==> src/rtl/mips_mem_pkg.sv <==
// ---------------------------------------------------------------------------
// mips_mem_pkg
//   Shared types and helpers for the mips_mem_initiator slice.
//   - mem_op_t : 3-bit load/store operation code seen on req_op.
//   - state_t  : initiator FSM states.
//   - size_t   : access width derived from the operation.
//   - is_store / op_size / is_misaligned / align_off helper functions.
//   No ports (package).
// ---------------------------------------------------------------------------
package mips_mem_pkg;

    typedef enum logic [2:0] {
        LB  = 3'd0,
        LH  = 3'd1,
        LW  = 3'd2,
        LBU = 3'd3,
        LHU = 3'd4,
        SB  = 3'd5,
        SH  = 3'd6,
        SW  = 3'd7
    } mem_op_t;

    typedef enum logic [1:0] {
        IDLE  = 2'd0,
        ISSUE = 2'd1,
        WAIT  = 2'd2,
        RESP  = 2'd3
    } state_t;

    typedef enum logic [1:0] {
        SZ_BYTE = 2'd0,
        SZ_HALF = 2'd1,
        SZ_WORD = 2'd2
    } size_t;

    function automatic logic is_store(input mem_op_t op);
        return (op == SB) || (op == SH) || (op == SW);
    endfunction

    function automatic size_t op_size(input mem_op_t op);
        size_t sz;
        case (op)
            LB, LBU, SB: sz = SZ_BYTE;
            LH, LHU, SH: sz = SZ_HALF;
            default:     sz = SZ_WORD;
        endcase
        return sz;
    endfunction

    // Halfwords must sit on even addresses, words on multiples of four.
    function automatic logic is_misaligned(input mem_op_t op, input logic [1:0] off);
        logic mis;
        case (op_size(op))
            SZ_HALF: mis = off[0];
            SZ_WORD: mis = (off != 2'b00);
            default: mis = 1'b0;
        endcase
        return mis;
    endfunction

    // Forces the byte offset to the natural alignment of the access width.
    function automatic logic [1:0] align_off(input mem_op_t op, input logic [1:0] off);
        logic [1:0] res;
        case (op_size(op))
            SZ_HALF: res = {off[1], 1'b0};
            SZ_WORD: res = 2'b00;
            default: res = off;
        endcase
        return res;
    endfunction

endpackage

==> src/rtl/mips_load_align.sv <==
// ---------------------------------------------------------------------------
// mips_load_align
//   Combinational load-data lane select and sign/zero extension.
//   Memory is big-endian: byte offset 0 lives in word[31:24].
//   Ports:
//     op     in  3   mem_op_t of the load (non-load codes pass the word through)
//     off    in  2   byte offset inside the word (already aligned)
//     word   in  32  raw word read from memory
//     result out 32  extended load value
// ---------------------------------------------------------------------------
module mips_load_align
    import mips_mem_pkg::*;
(
    input  logic [2:0]  op,
    input  logic [1:0]  off,
    input  logic [31:0] word,
    output logic [31:0] result
);

    logic [7:0]  byte_v;
    logic [15:0] half_v;

    always_comb begin
        // NOTE: every variable written here gets a default first, so no
        // branch can leave it unassigned and infer a latch.
        byte_v = word[7:0];
        half_v = off[1] ? word[15:0] : word[31:16];
        result = word;

        case (off)
            2'd0:    byte_v = word[31:24];
            2'd1:    byte_v = word[23:16];
            2'd2:    byte_v = word[15:8];
            default: byte_v = word[7:0];
        endcase

        case (mem_op_t'(op))
            LB:      result = {{24{byte_v[7]}}, byte_v};
            LBU:     result = {24'h0, byte_v};
            LH:      result = {{16{half_v[15]}}, half_v};
            LHU:     result = {16'h0, half_v};
            default: result = word;
        endcase
    end

endmodule

==> src/rtl/mips_mem_initiator.sv <==
// ---------------------------------------------------------------------------
// mips_mem_initiator
//   CPU-side requester for the mips_memory bus. Takes one load/store at a
//   time over a valid/ready handshake, drives a single-cycle read or write
//   strobe, waits WAIT_CYCLES for the registered read port, and returns the
//   extended load data with a one-cycle resp_valid pulse.
//
//   Build option:
//     MIPS_MEM_MISALIGN_TRAP_EN defined   -> misaligned requests skip the
//         memory, answer directly with resp_err=1 and resp_rdata=0.
//     MIPS_MEM_MISALIGN_TRAP_EN undefined -> low address bits are forced to
//         natural alignment and the access proceeds; resp_err is tied 0.
//
//   Parameters:
//     ADDR_W      byte address width (request and memory)
//     WAIT_CYCLES memory read latency after the issue edge, 1..15
//
//   Ports:
//     clk, rst_n                  clock, asynchronous active-low reset
//     req_valid/req_ready         request handshake (ready only in IDLE)
//     req_op, req_addr, req_wdata request fields (wdata right-justified)
//     resp_valid                  one-cycle completion pulse
//     resp_rdata                  extended load data (0 for stores/traps)
//     resp_err                    misaligned trap, qualified by resp_valid
//     mem_active                  high whenever out of reset
//     mem_address                 word-aligned address, held between accepts
//     mem_wr_en / mem_read_en     single-cycle strobes in ISSUE
//     mem_byte_en                 lane enables, bit3 = byte offset 0
//     mem_data_in                 lane-replicated store data
//     mem_data_out                registered read data from memory
// ---------------------------------------------------------------------------
module mips_mem_initiator
    import mips_mem_pkg::*;
#(
    parameter int ADDR_W      = 32,
    parameter int WAIT_CYCLES = 1
) (
    input  logic              clk,
    input  logic              rst_n,
    input  logic              req_valid,
    output logic              req_ready,
    input  logic [2:0]        req_op,
    input  logic [ADDR_W-1:0] req_addr,
    input  logic [31:0]       req_wdata,
    output logic              resp_valid,
    output logic [31:0]       resp_rdata,
    output logic              resp_err,
    output logic              mem_active,
    output logic [ADDR_W-1:0] mem_address,
    output logic              mem_wr_en,
    output logic              mem_read_en,
    output logic [3:0]        mem_byte_en,
    output logic [31:0]       mem_data_in,
    input  logic [31:0]       mem_data_out
);

    localparam logic [3:0] CNT_INIT = 4'(WAIT_CYCLES - 1);

    state_t            state_q, state_d;
    logic              active_q;
    mem_op_t           op_q;
    logic [1:0]        off_q;
    logic [3:0]        cnt_q;
    logic [ADDR_W-1:0] addr_q;
    logic [3:0]        be_q;
    logic [31:0]       wdata_q;
    logic [31:0]       rdata_q;

    mem_op_t           req_op_e;
    logic [1:0]        req_off;
    logic [3:0]        req_be;
    logic [31:0]       req_lane;
    logic              trap_hit;
    logic              accept;
    logic              store_q;
    logic [31:0]       load_result;

    // -----------------------------------------------------------------------
    // Request decode: effective offset, lane enables, replicated store data
    // -----------------------------------------------------------------------
    always_comb begin
        req_op_e = mem_op_t'(req_op);
        req_off  = align_off(req_op_e, req_addr[1:0]);
        req_be   = 4'b1111;
        req_lane = req_wdata;

        case (op_size(req_op_e))
            SZ_BYTE: begin
                req_be   = 4'b1000 >> req_off;
                req_lane = {4{req_wdata[7:0]}};
            end
            SZ_HALF: begin
                req_be   = req_off[1] ? 4'b0011 : 4'b1100;
                req_lane = {2{req_wdata[15:0]}};
            end
            default: begin
                req_be   = 4'b1111;
                req_lane = req_wdata;
            end
        endcase

        // Loads present zero write data so the bus carries no stale value.
        if (!is_store(req_op_e)) begin
            req_lane = 32'h0;
        end
    end

`ifdef MIPS_MEM_MISALIGN_TRAP_EN
    assign trap_hit = is_misaligned(req_op_e, req_addr[1:0]);
`else
    assign trap_hit = 1'b0;
`endif

    assign req_ready = (state_q == IDLE) && active_q;
    assign accept    = req_valid && req_ready;
    assign store_q   = is_store(op_q);

    // -----------------------------------------------------------------------
    // FSM
    // -----------------------------------------------------------------------
    always_ff @(posedge clk or negedge rst_n) begin
        // NOTE: state elements use non-blocking assignments so every flop
        // samples the pre-edge values, independent of statement order.
        if (!rst_n) begin
            state_q <= IDLE;
        end else begin
            state_q <= state_d;
        end
    end

    always_comb begin
        state_d = state_q;
        case (state_q)
            IDLE:    if (accept) state_d = trap_hit ? RESP : ISSUE;
            ISSUE:   state_d = store_q ? RESP : WAIT;
            WAIT:    if (cnt_q == 4'd0) state_d = RESP;
            default: state_d = IDLE;
        endcase
    end

    // -----------------------------------------------------------------------
    // Datapath registers
    // -----------------------------------------------------------------------
    always_ff @(posedge clk or negedge rst_n) begin
        if (!rst_n) begin
            active_q <= 1'b0;
            op_q     <= LB;
            off_q    <= 2'b00;
            cnt_q    <= 4'd0;
            addr_q   <= '0;
            be_q     <= 4'b0000;
            wdata_q  <= 32'h0;
            rdata_q  <= 32'h0;
        end else begin
            active_q <= 1'b1;

            // Bus-facing fields only change on accept, so they stay stable
            // for the whole transaction and until the next one starts.
            if (accept) begin
                op_q    <= req_op_e;
                off_q   <= req_off;
                addr_q  <= {req_addr[ADDR_W-1:2], 2'b00};
                be_q    <= req_be;
                wdata_q <= req_lane;
                rdata_q <= 32'h0;
            end

            case (state_q)
                ISSUE: begin
                    if (!store_q) cnt_q <= CNT_INIT;
                end
                WAIT: begin
                    if (cnt_q == 4'd0) begin
                        rdata_q <= load_result;
                    end else begin
                        cnt_q <= cnt_q - 4'd1;
                    end
                end
                default: ;
            endcase
        end
    end

`ifdef MIPS_MEM_MISALIGN_TRAP_EN
    logic err_q;

    always_ff @(posedge clk or negedge rst_n) begin
        if (!rst_n) begin
            err_q <= 1'b0;
        end else if (accept) begin
            err_q <= trap_hit;
        end
    end

    assign resp_err = (state_q == RESP) && err_q;
`else
    assign resp_err = 1'b0;
`endif

    mips_load_align u_load_align (
        .op     (op_q),
        .off    (off_q),
        .word   (mem_data_out),
        .result (load_result)
    );

    // -----------------------------------------------------------------------
    // Outputs: strobes decode from state, so reset drops them at once
    // -----------------------------------------------------------------------
    assign resp_valid  = (state_q == RESP);
    assign resp_rdata  = rdata_q;
    assign mem_active  = active_q;
    assign mem_address = addr_q;
    assign mem_wr_en   = (state_q == ISSUE) && store_q;
    assign mem_read_en = (state_q == ISSUE) && !store_q;
    assign mem_byte_en = be_q;
    assign mem_data_in = wdata_q;

endmodule

==> config.mk <==
export PLATFORM = sky130hd
export DESIGN_NAME = mips_mem_initiator
export DESIGN_NICKNAME = d
export VERILOG_FILES = /design/src/rtl/mips_mem_pkg.sv /design/src/rtl/mips_load_align.sv /design/src/rtl/mips_mem_initiator.sv
export SDC_FILE = /design/constraint.sdc
export NUM_CORES = 1
export LEC_CHECK = 0
export ABC_AREA = 0
export BUFFER_PORTS_ARGS = -buffer_cell sky130_fd_sc_hd__buf_2
export CAP_MARGIN = 15
export CELL_PAD_IN_SITES_DETAIL_PLACEMENT = 1
export CELL_PAD_IN_SITES_GLOBAL_PLACEMENT = 2
export CORE_ASPECT_RATIO = 1.5
export CORE_MARGIN = 8
export CORE_UTILIZATION = 30
export DETAILED_ROUTE_END_ITERATION = 10
export PLACE_DENSITY = 0.77
export SLEW_MARGIN = 25
export SYNTH_ARGS = -nofsm -noshare
export SYNTH_HDL_FRONTEND = slang
export SYNTH_HIERARCHICAL = 1
export SYNTH_SLANG_ARGS = --single-unit
export TNS_END_PERCENT = 5
==> constraint.sdc <==
create_clock -name clk -period 2.1 [get_ports clk]
set_clock_uncertainty 0.05 [all_clocks]
set_input_delay 0.42 -clock clk [delete_from_list [all_inputs] [get_ports clk]]
set_output_delay 0.42 -clock clk [all_outputs]
set_load 0.005 [all_outputs]
==> impl_metrics.env <==
export IMPL_fin_cells=1064
export IMPL_outcome="finished with violations"
export IMPL_synthTopCellsByArea="dfrtp_1, a22o_1, nand2_1, buf_2, or3_1"
export IMPL_clock_latency_ns=0.36
export IMPL_grt_use_total_pct=18.4
export IMPL_path_delay_family="flip-flops"
export IMPL_via_per_inst=5.27
export IMPL_drc_errors=0
export IMPL_crit_slowest_cell="dfrtp_2"
export IMPL_end_kind="primary output"
export IMPL_root_buffer="clkbuf_16"
export IMPL_vdd_drop_max_mv=0.410
export IMPL_synth_cell_type_count=54
export IMPL_io_pins=208
export IMPL_ys_ff_latch=110
export IMPL_drive_above_1_share_pct=34.6
export IMPL_fp_row_count=63
export IMPL_die_w_um=131
export IMPL_maxCapViolCount=0
export IMPL_initial_utilization_pct=30.3
export IMPL_wire_per_inst_um=21.1
export IMPL_setup_violations=0
export IMPL_ys_warn_count=6
export IMPL_r2r_cells=5
export IMPL_yosysTopAreaCell="dfrtp_1"
export IMPL_fp_coreArea_um2=19500
export IMPL_syn_inst=606
export IMPL_antenna_left=0
export IMPL_port_buffers=204
export IMPL_grt_pass1_vias=6197
export IMPL_cp_start_kind="register"
export IMPL_area_growth_pct=27.3
export IMPL_max_slew_margin_rel_pct=37.9
export IMPL_vias=5606
export IMPL_critPathRequiredTime_ns=1.63
export IMPL_antenna_found_initial=2
export IMPL_n_fill_cell=2347
export IMPL_worst_path_buf_inv=3
export IMPL_clockBufferDepth=2
export IMPL_final_max_slew_violation_count=0
export IMPL_dp_cells=1046
export IMPL_ys_flop_type="dfrtp_1"
export IMPL_hold_class="primary input to async pin"
export IMPL_violations="negative hold slack"
export IMPL_synth_edf_count=0
export IMPL_hold_viol_final=1
export IMPL_power_density_nw_per_um2=1400
export IMPL_slowest_delay_ns=0.49
export IMPL_fin_crit_sh_pct=98.3
export IMPL_die_area_um2=24600
export IMPL_die_height_um=188
export IMPL_final_area_um2=7550
export IMPL_grt_ovfl_total=0
export IMPL_cts_tree="yes"
export IMPL_worst_hold_slack_ns=-0.00224
export IMPL_r2r_end="resp_rdata[12]"
export IMPL_synth_seq_area_share_pct=46.5
export IMPL_layout_commonest_cell="buf_2"
export IMPL_dp_hpwl_mm=17.3
export IMPL_layout_min_cycle_time_ns=2.06
export IMPL_critPathLaunch="op_q[0]"
export IMPL_r2r_start="op_q[0]"
export IMPL_drt_pass1_iterations=4
export IMPL_crit_end="mem_wr_en"
export IMPL_hold_buffers=0
export IMPL_grt_pass1_wl_mm=34.8
export IMPL_crit_type="register to primary output"
export IMPL_clk_pin_slew_ns=0.08
export IMPL_layout_nets=908
export IMPL_globalplace_congestion=0.863
export IMPL_cts_sinks=110
export IMPL_htreeDepth=3
export IMPL_fmax_mhz=485
export IMPL_place_area_um2=7250
export IMPL_synth_top_area_share_pct=46.5
export IMPL_final_cell_mix="buf_2, nand2_1, dfrtp_1"
export IMPL_cp_arrival_ns=1.59
export IMPL_netlist_area_um2=5930
export IMPL_tightest_slew_ns=0.924
export IMPL_wirelength_mm=22.4
export IMPL_rrSetupSlack_ns=0.15
export IMPL_critPathMaxFanout=11
export IMPL_async_reset_ff_share_pct=100
export IMPL_p_leak_nw=3.75
export IMPL_syn_avg_cell_area_um2=9.78
export IMPL_drtIter0Drc=301
export IMPL_path_cells="buf_4, o211ai_1, inv_2, buf_2"
export IMPL_rsz0062_at_grt="yes"
export IMPL_cp_num_cells=4
export IMPL_cts_buffers=9
export IMPL_p_total_w=0.0105
export IMPL_grt_max_degree=80
==> synthesized netlist by cell type, types with 5 or more instances <==
library cell,count
a22oi_1,8
a2111oi_2,5
nand2_1,142
nor2_1,27
mux2_2,8
o21ai_0,12
nand2b_1,10
dfrtp_1,110
ha_1,7
buf_4,7
a22o_1,72
a221oi_1,8
o31ai_1,7
nand3_1,9
o221ai_1,7
o311ai_1,8
clkbuf_1,11
inv_1,10
a31oi_1,11
o211ai_1,11
o22ai_1,7
o2111ai_1,8
nand3b_1,5
buf_6,5
or3_1,17
buf_2,27
==> area by class of cell <==
cell class	count	area, µm²	area share [%]
Clock buffer	11	243	3.22
Antenna cell	1	2.50	0.0332
Inverter	11	41.3	0.547
Sequential cell	110	2750	36.5
Multi-Input combinational cell	436	2870	38.1
Tap cell	260	325	4.31
Timing Repair Buffer	231	1280	16.9
Clock inverter	4	31.3	0.415
==> cell families (layout without fill, tap and decap cells) <==
family | count (synthesis) | count (layout) | share of synthesized area, %
muxes | 12 | 12 | 2.22
AOI/OAI and AO/OA | 183 | 183 | 26.5
other | 2 | 5 | 0.127
xor gates and xnor gates | 2 | 2 | 0.422
adders and majority gates | 7 | 7 | 1.48
DFF | 110 | 110 | 46.5
buffers and inverters | 62 | 257 | 5.57
and+or+nand+nor | 228 | 228 | 17.2
==> how the worst min path moves through the flow <==
| stage | end | depth (start not counted) | start | slack (ns) |
|---|---|---|---|---|
| floorplan | cnt_q[0] | 0 | rst_n | 0.07 |
| global placement | resp_rdata[16] | 1 | rst_n | 0.40 |
| detailed placement | mem_address[4] | 2 | mem_address[4] | 0.41 |
| CTS | resp_rdata[21] | 1 | rst_n | 0.02 |
| global route | resp_rdata[16] | 1 | rst_n | 0.03 |
| finish | resp_rdata[19] | 1 | rst_n | -0.002 |
==> state kept, by name, summed over array words and instances, names as in the netlist <==
| name | count |
|---|---|
| mem_data_in | 32 |
| resp_rdata | 32 |
| mem_address | 30 |
| cnt_q | 4 |
| mem_byte_en | 4 |
| op_q | 3 |
| off_q | 2 |
| state_q | 2 |
| mem_active | 1 |
==> repair_timing <==
| action | CTS | global route |
|---|---|---|
| endpoints found under the setup margin | 2 | 4 |
| pin swaps | 0 | 1 |
| resized for setup | 2 | 3 |
| buffers inserted | 0 | 2 |
==> stage by stage <==
step	TNS, ns	utilization, %	setup slack [ns]	hold WS, ns
final	0	38.6	0.0361	-0.00224
after global routing	-0.0105	38.6	-0.0105	0.0277
after CTS	-0.0110	38.5	-0.0110	0.0179
after detailed placement	0	37.1	0.111	0.411
after global placement	0	37.1	0.205	0.396
after floorplan	0	-	0.366	0.0744
==> where the power goes <==
part           switching (W)  internal, W  total (W)
Combinational        0.00288      0.00236    0.00524
Clock               0.000836     0.000843    0.00168
Sequential          0.000610      0.00302    0.00363
Total                0.00433      0.00622     0.0105
==> routing by layer <==
metal | vias to the layer above | global-route usage, % | share of wire [%]
met2 | 215 | 31.7 | 50
met1 | 2747 | 20.3 | 38
met3 | 39 | 5.63 | 8.1
met5 | - | 0 | 0.058
li1 | 2603 | - | -
met4 | 2 | 7.98 | 3.2
Note: power is estimated with default switching activity, not from simulation.
